--- config.mk ---
export PLATFORM = sky130hd
export DESIGN_NAME = vlc_in_sched_flat
export DESIGN_NICKNAME = d
export VERILOG_FILES = /design/src/rtl/vlc_in_sched_if.sv /design/src/rtl/vlc_in_sched.sv /design/src/flat_wrapper.sv
export SDC_FILE = /design/constraint.sdc
export NUM_CORES = 1
export LEC_CHECK = 0
export CAP_MARGIN = 15
export CORE_UTILIZATION = 50
export DETAILED_ROUTE_END_ITERATION = 8
export PLACE_DENSITY = 0.85
export SYNTH_ARGS = -nofsm -noshare
export SYNTH_HDL_FRONTEND = slang
export SYNTH_SLANG_ARGS = --single-unit
--- constraint.sdc ---
create_clock -name clk -period 6.3 [get_ports clk]
set_input_delay 1.575 -clock clk [delete_from_list [all_inputs] [get_ports clk]]
set_output_delay 1.575 -clock clk [all_outputs]
set_load 0.05 [all_outputs]
--- src/rtl/vlc_in_sched_if.sv ---
// Requester-side handshake bundle for vlc_in_sched: N_REQ parallel words,
// their valid flags, and the one-hot acceptance strobe.
interface vlc_in_sched_if #(
    parameter int N_REQ  = 4,
    parameter int WORD_W = 8
);
    logic [N_REQ-1:0]        req_valid;
    logic [N_REQ*WORD_W-1:0] req_data;
    logic [N_REQ-1:0]        req_ready;

    modport master (output req_valid, output req_data, input req_ready);
    modport slave  (input req_valid, input req_data, output req_ready);
endinterface

--- src/rtl/vlc_in_sched.sv ---
// Round-robin scheduler that grants one requester at a time and serializes its
// word MSB-first onto the VLC core input, with a fixed idle gap between frames.
module vlc_in_sched #(
    parameter int N_REQ  = 4,
    parameter int WORD_W = 8,
    parameter int GAP    = 2,
    parameter int CNT_W  = 16
) (
    input  logic                     clk,
    input  logic                     rst,
    input  logic                     i_enable,
    vlc_in_sched_if.slave            req_if,
    output logic                     o_data_in,
    output logic                     o_din_valid,
    output logic                     o_busy,
    output logic [$clog2(N_REQ)-1:0] o_grant_id,
    output logic [CNT_W-1:0]         o_frame_cnt
);
    localparam int ID_W  = $clog2(N_REQ);
    localparam int BIT_W = $clog2(WORD_W);
    localparam int GAP_W = (GAP > 1) ? $clog2(GAP) : 1;

    typedef enum logic [1:0] {ST_IDLE, ST_SHIFT, ST_GAP} state_t;

    state_t            r_state;
    state_t            w_next_state;
    logic [WORD_W-2:0] r_shift;
    logic [BIT_W-1:0]  r_bit_cnt;
    logic [GAP_W-1:0]  r_gap_cnt;
    logic [ID_W-1:0]   r_rr_ptr;
    logic [ID_W-1:0]   r_grant_id;
    logic [CNT_W-1:0]  r_frame_cnt;
    logic              r_data_in;
    logic              r_din_valid;

    logic              w_grant;
    logic [ID_W-1:0]   w_grant_idx;
    logic [ID_W-1:0]   w_next_ptr;
    logic [WORD_W-1:0] w_word;
    logic              w_last_bit;
    logic              w_gap_done;

    assign w_last_bit = (r_bit_cnt == BIT_W'(WORD_W - 1));
    assign w_gap_done = (r_gap_cnt == GAP_W'(GAP - 1));
    assign w_word     = req_if.req_data[w_grant_idx*WORD_W +: WORD_W];

    // Round-robin search from r_rr_ptr plus next-state decode.
    always_comb begin : fsm_comb
        int idx;
        // NOTE: every combinational output is defaulted first so no path leaves it unassigned (no latch).
        w_grant          = 1'b0;
        w_grant_idx      = r_rr_ptr;
        w_next_ptr       = r_rr_ptr;
        w_next_state     = r_state;
        req_if.req_ready = '0;
        idx              = 0;

        if (r_state == ST_IDLE && i_enable) begin
            for (int k = 0; k < N_REQ; k++) begin
                idx = int'(r_rr_ptr) + k;
                if (idx >= N_REQ) idx = idx - N_REQ;
                if (!w_grant && req_if.req_valid[idx]) begin
                    w_grant     = 1'b1;
                    w_grant_idx = ID_W'(idx);
                end
            end
        end

        if (w_grant) begin
            req_if.req_ready[w_grant_idx] = 1'b1;
            w_next_ptr = (w_grant_idx == ID_W'(N_REQ - 1)) ? '0 : w_grant_idx + ID_W'(1);
        end

        case (r_state)
            ST_IDLE:  if (w_grant) w_next_state = ST_SHIFT;
            ST_SHIFT: if (w_last_bit) w_next_state = (GAP == 0) ? ST_IDLE : ST_GAP;
            ST_GAP:   if (w_gap_done) w_next_state = ST_IDLE;
            default:  w_next_state = ST_IDLE;
        endcase
    end

    always_ff @(posedge clk) begin
        // NOTE: sequential state uses non-blocking assignments so every register samples pre-edge values.
        if (rst) r_state <= ST_IDLE;
        else     r_state <= w_next_state;
    end

    always_ff @(posedge clk) begin
        if (rst) begin
            r_shift     <= '0;
            r_bit_cnt   <= '0;
            r_gap_cnt   <= '0;
            r_rr_ptr    <= '0;
            r_grant_id  <= '0;
            r_frame_cnt <= '0;
            r_data_in   <= 1'b0;
            r_din_valid <= 1'b0;
        end else begin
            case (r_state)
                ST_IDLE: begin
                    if (w_grant) begin
                        r_data_in   <= w_word[WORD_W-1];
                        r_shift     <= w_word[WORD_W-2:0];
                        r_din_valid <= 1'b1;
                        r_bit_cnt   <= '0;
                        r_grant_id  <= w_grant_idx;
                        r_rr_ptr    <= w_next_ptr;
                    end
                end
                ST_SHIFT: begin
                    if (w_last_bit) begin
                        r_frame_cnt <= r_frame_cnt + CNT_W'(1);
                        r_data_in   <= 1'b0;
                        r_din_valid <= 1'b0;
                        r_gap_cnt   <= '0;
                    end else begin
                        r_data_in <= r_shift[WORD_W-2];
                        r_shift   <= r_shift << 1;
                        r_bit_cnt <= r_bit_cnt + BIT_W'(1);
                    end
                end
                ST_GAP:  r_gap_cnt <= r_gap_cnt + GAP_W'(1);
                default: ;
            endcase
        end
    end

    assign o_data_in   = r_data_in;
    assign o_din_valid = r_din_valid;
    assign o_busy      = (r_state != ST_IDLE);
    assign o_grant_id  = r_grant_id;
    assign o_frame_cnt = r_frame_cnt;
endmodule

--- src/flat_wrapper.sv ---
// flat-port wrapper written by rule: the top's interface ports become plain ports
module vlc_in_sched_flat 
#(
    parameter int N_REQ  = 4,
    parameter int WORD_W = 8,
    parameter int GAP    = 2,
    parameter int CNT_W  = 16
)
  (clk, rst, i_enable, o_data_in, o_din_valid, o_busy, o_grant_id, o_frame_cnt, req_if_req_valid, req_if_req_data, req_if_req_ready);
  vlc_in_sched_if #(.N_REQ(N_REQ), .WORD_W(WORD_W)) req_if_i ();
  input  logic clk;
  input  logic rst;
  input  logic i_enable;
  output logic o_data_in;
  output logic o_din_valid;
  output logic o_busy;
  output logic [$clog2(N_REQ)-1:0] o_grant_id;
  output logic [CNT_W-1:0] o_frame_cnt;
  input wire logic [$bits(req_if_i.req_valid)-1:0] req_if_req_valid;
  input wire logic [$bits(req_if_i.req_data)-1:0] req_if_req_data;
  output wire logic [$bits(req_if_i.req_ready)-1:0] req_if_req_ready;
  assign req_if_i.req_valid = req_if_req_valid;
  assign req_if_i.req_data = req_if_req_data;
  assign req_if_req_ready = req_if_i.req_ready;
  vlc_in_sched #(.N_REQ(N_REQ), .WORD_W(WORD_W), .GAP(GAP), .CNT_W(CNT_W)) u_core (.clk(clk), .rst(rst), .i_enable(i_enable), .req_if(req_if_i), .o_data_in(o_data_in), .o_din_valid(o_din_valid), .o_busy(o_busy), .o_grant_id(o_grant_id), .o_frame_cnt(o_frame_cnt));
endmodule
Word-level counts from Yosys, hierarchy flattened
Cells that the tools add are included.
W data, S select, Z words.

operators by class
  $add $sub $neg = 11
  multiply operators = 0
  divide/modulo/power cells = 0
  magnitude comparators = 10
  equal/unequal tests = 8
  shift-type cells = 1
  muxes and demuxes = 54
  bitwise logic cells = 0
  reductions and logical operators = 19

operator list
  operator                 number
  $mux W32                 8
  $lt A32 B4 Y1 const B    4
  $ge A32 B4 Y1 const B    3
  $sub A32 B4 Y32 const B  3
  $shiftx A32 B6 Y8        1
  $mux W1                  21
  $mux W2                  9
  $add A16 B1 Y16 const B  1
  $mux W7                  2
  $pmux W7 S2              1
  $reduce_and A3 Y1        3
  $bmux W1 S2              4
  $reduce_and A2 Y1        4
  $add A2 B2 Y3 const B    2
  $mux W3                  2
  $ne A2 B1 Y1 const B     3
  $pmux W1 S2              3
  $pmux W2 S3              1
  $pmux W3 S2              1
  $reduce_bool A2 Y1       3
  $logic_and A1 B1 Y1      5
  $eq A2 B2 Y1 const B     2
  $mux W4                  1
  $sub A2 B3 Y4 const B    1
  other kinds (13)         15

storage, ports and cells
  register bits = 35
  latch bits = 0
  memory bits (writable) = 0
  bits in read-only memories = 0
  bits of input ports = 39
  memories = 0

Longest topological paths before layout
  word-level depth = 25
  depth in mapped cells = 9
  gate-level depth less buffers = 9

Worst setup path before layout
OpenSTA, ideal clock, no wires.

  kind = input-to-output
  start point = in req_if_req_valid[0]
  end point = out req_if_req_ready[3]
  data arrival time = 3.308 ns
  path slack = 1.417 ns
  stages = 7
  buffers on the path = 0
  cell sequence = nor2b_1 > mux4_2 > o211a_1 > or2_4 > inv_2 > ha_1 > and2_1

between the ends
  longest elaborated chain between the ends = 22

ends and longest elaborated chain
  item                                                                line                text
  start: declaration                                                  flat_wrapper.sv:19  input wire logic [$bits(req_if_i.req_valid)-1:0] req_if_req_valid;
  $bmux W1 S2                                                         vlc_in_sched.sv:62  if (!w_grant && req_if.req_valid[idx]) begin
  $mux W1 (implied by the code) (2 in series)                         vlc_in_sched.sv:62
  $mux W1                                                             vlc_in_sched.sv:62
  $mux W1                                                             vlc_in_sched.sv:58  if (r_state == ST_IDLE && i_enable) begin
  $logic_not A1 Y1                                                    vlc_in_sched.sv:62
  $logic_and A1 B1 Y1                                                 vlc_in_sched.sv:62
  $mux W1                                                             vlc_in_sched.sv:62
  $mux W1                                                             vlc_in_sched.sv:58
  [6 not listed]                                                      n/a
  $mux W2 *                                                           vlc_in_sched.sv:62
  $mux W2 *                                                           vlc_in_sched.sv:58
  net u_core.w_grant_idx[0]                                           vlc_in_sched.sv:37  logic [ID_W-1:0] w_grant_idx;
  $lt A2 B3 Y1 (implied by the code) or $ge A2 B1 Y1 (tied branches)  vlc_in_sched.sv:70  req_if.req_ready[w_grant_idx] = 1'b1;
  $logic_and A1 B1 Y1 (implied by the code)                           vlc_in_sched.sv:70
  $mux W1 (implied by the code)                                       vlc_in_sched.sv:70
  $demux W1 S2 *                                                      n/a
  $mux W4 *                                                           vlc_in_sched.sv:69  if (w_grant) begin
  end: declaration                                                    flat_wrapper.sv:21  output wire logic [$bits(req_if_i.req_ready)-1:0] req_if_req_ready;

Mark *: on every way through the listed nets, which the timed path passes. The rest lies on a longest branch. The select of a mux whose other input is x is not followed.

Worst setup path in the final report
Ends and elaborated chain as after synthesis.

==> run summary <==
Starting DRT DRC Count: 109
Total Wirelength: 4900 um
Area contributors post-synth: dfxtp_1, nor2_1, a21oi_1
clock sinks: 35
Power Density: 204 nW/um^2
vias: 2036
fin util: 74.0%
H-tree depth: 2
CP required: 4.72 ns
first-pass GRT wire length: 8140 um
share of the synthesized area in the top cell type: 34.8%
post-CTS sizing: 0
Crit Path Max Fanout: 13
IO buf count: 63
cells after synthesis: 254
#FFs+latches synth: 35
clk buf depth: 2
Syn. warnings: 0
Top FF cell, synth: dfxtp_1
initial antenna violation count: 0
sequential fraction of the synthesis area: 34.8%
syn nets: 300
post-synth cell types: 49
clk slew on worst S/H paths: 0.07 ns
TritonCTS Buffers: 5
Hold Crit Class: reg -> reg
Pins Over Slew Limit: 0
crit path DAT: 4.12 ns
non-filler cells, final: 361
GRT overflow: 0
commonest cells after routing, fill and taps aside: clkdlybuf4s50_1, dfxtp_1, nor2_1
synthesized area per cell: 7.94 um^2
CTS root buf: clkbuf_8
IO Count: 64
fmax: 0.176 GHz
pin count of the biggest net entering global routing: 36
DRT Pass-1 Iters: 5
Max Cap Viol: 0
static leakage: 1.04 nW
critical path class: in -> out
Post-Route Skew: 0.00699 ns
worst ir drop on vdd: 157 uV
die width: 65.5 um
crit path time final: 5.69 ns
buffer count from post-CTS setup fixing: 0
core area: 3770 um^2
most common cell after layout, fill and taps aside: clkdlybuf4s50_1
Critical Path Start Type: primary input
Hold Fails Final Rpt: 0
area of the die: 4290 um^2
Core Rows: 22
Synth area leader: dfxtp_1
final-stage net count: 358
Initial Util: 53.5%
Tot GR Track Use: 24.6%
die height: 65.5 um
placed insts: 353
Async S/R FF share, synth: 0%
final setup vio count: 0
Placer Congestion: 0.845
DRC: 0
CP Capture Type: primary output
Slew HR: 35.4%
number of global-route vias before repair: 1767
Netlist Area Pre-Place: 2020 um^2
Routed Antenna Nets: 0
antenna cell count: 0
status: finished clean
Post-synth EDFFs: 0
period utilization: 90.4%
# hold bufs at CTS: 0
slew of the pin with the lowest slew margin: 0.967 ns
share of layout cells above drive strength 1: 7.35%
via/cell ratio: 5.64
DR WL/cell: 13.6 um
unrepaired setup endpoints after global routing: no
CTS tree: built
setup TNS: 0 ns
HPWL after DPL: 3660 um
Clock Latency Late Sink: 0.29 ns
Layout area overhead: 38.5%
per-layer routing:
layer | vias to the layer above | wire, um | global-route usage [%] | part of all wire (%)
met4 | 0 | 118 | 9.78 | 2.4
met2 | 53 | 2430 | 41.1 | 50
met1 | 950 | 2180 | 31.1 | 45
li1 | 1021 | - | - | -
met5 | - | 0 | 0 | 0
met3 | 12 | 168 | 4.34 | 3.4
power by group:
| group | internal, mW | switching, mW |
|---|---|---|
| Combinational | 0.0686 | 0.0801 |
| Sequential | 0.233 | 0.00833 |
| Clock | 0.0994 | 0.0813 |
| Total | 0.401 | 0.170 |
state kept, by name, summed over array words and instances (netlist names):
| signal | count |
|---|---|
| u_core.o_grant_id | 2 |
| u_core.r_gap_cnt | 1 |
| u_core.r_bit_cnt | 3 |
| u_core.o_din_valid | 1 |
| u_core.o_frame_cnt | 16 |
| u_core.r_state | 2 |
| u_core.r_rr_ptr | 2 |
| u_core.o_data_in | 1 |
| u_core.r_shift | 7 |
cell type report:
cell class	instances	area, um^2
Tap cell	48	60.1
Clock buffer	7	96.3
Fill cell	299	980
Clock inverter	1	7.51
Sequential cell	35	701
Multi-Input combinational cell	194	1220
Inverter	9	33.8
Timing Repair Buffer	67	676
path summary, 6_finish.rpt:
| check | slack, ns | cells past startpoint | from | endpoint |
|---|---|---|---|---|
| worst max-delay path | 0.61 | 9 | req_if_req_valid[0] | req_if_req_ready[3] |
| worst max register to register | 3.83 | 8 | u_core.r_rr_ptr[0]$_SDFFE_PP0P_ | u_core.r_rr_ptr[0]$_SDFFE_PP0P_ |
| worst min register to register | 0.46 | 2 | u_core.r_bit_cnt[1]$_SDFFE_PP0P_ | u_core.r_bit_cnt[1]$_SDFFE_PP0P_ |
| worst min-delay path | 0.46 | 2 | u_core.r_bit_cnt[1]$_SDFFE_PP0P_ | u_core.r_bit_cnt[1]$_SDFFE_PP0P_ |
critical path: stages:
cell,delay [ns]
clkdlybuf4s50_1,0.49
nor2b_1,0.17
mux4_2,0.50
o211a_1,0.39
or2_4,0.37
inv_2,0.14
ha_1,0.18
and2_1,0.12
buf_4,0.19
logic make-up after synthesis:
group,Yosys count,synth area share (%)
simple gates,105,25.6
buf+inv,25,5.15
compound gates,60,19.1
fa+ha+maj,7,4.34
flops,35,34.8
xor+xnor,13,5.65
mux,9,5.46
per-stage QoR:
step	area [um^2]	hold slack (ns)	power, mW	setup slack (ns)
after floorplan	2020	0.436	0.339	1.42
after global placement	2690	0.443	0.391	0.692
after detailed placement	2690	0.452	0.394	0.613
after CTS	2790	0.462	0.572	0.616
after global routing	2790	0.475	0.595	0.441
final	2790	0.458	0.571	0.605
synthesized netlist by cell type (all sizes together) (4+ instances only):
library cell / n
o21ai: 12
inv: 9
nand3: 13
a21oi: 21
xor2: 10
clkbuf: 13
nor4: 5
nor3: 4
nor2b: 5
nor3b: 4
and2: 4
mux2i: 5
ha: 7
nor2: 31
nand2: 23
dfxtp: 35
nand4: 5
(Power assumes the default switching activity.)
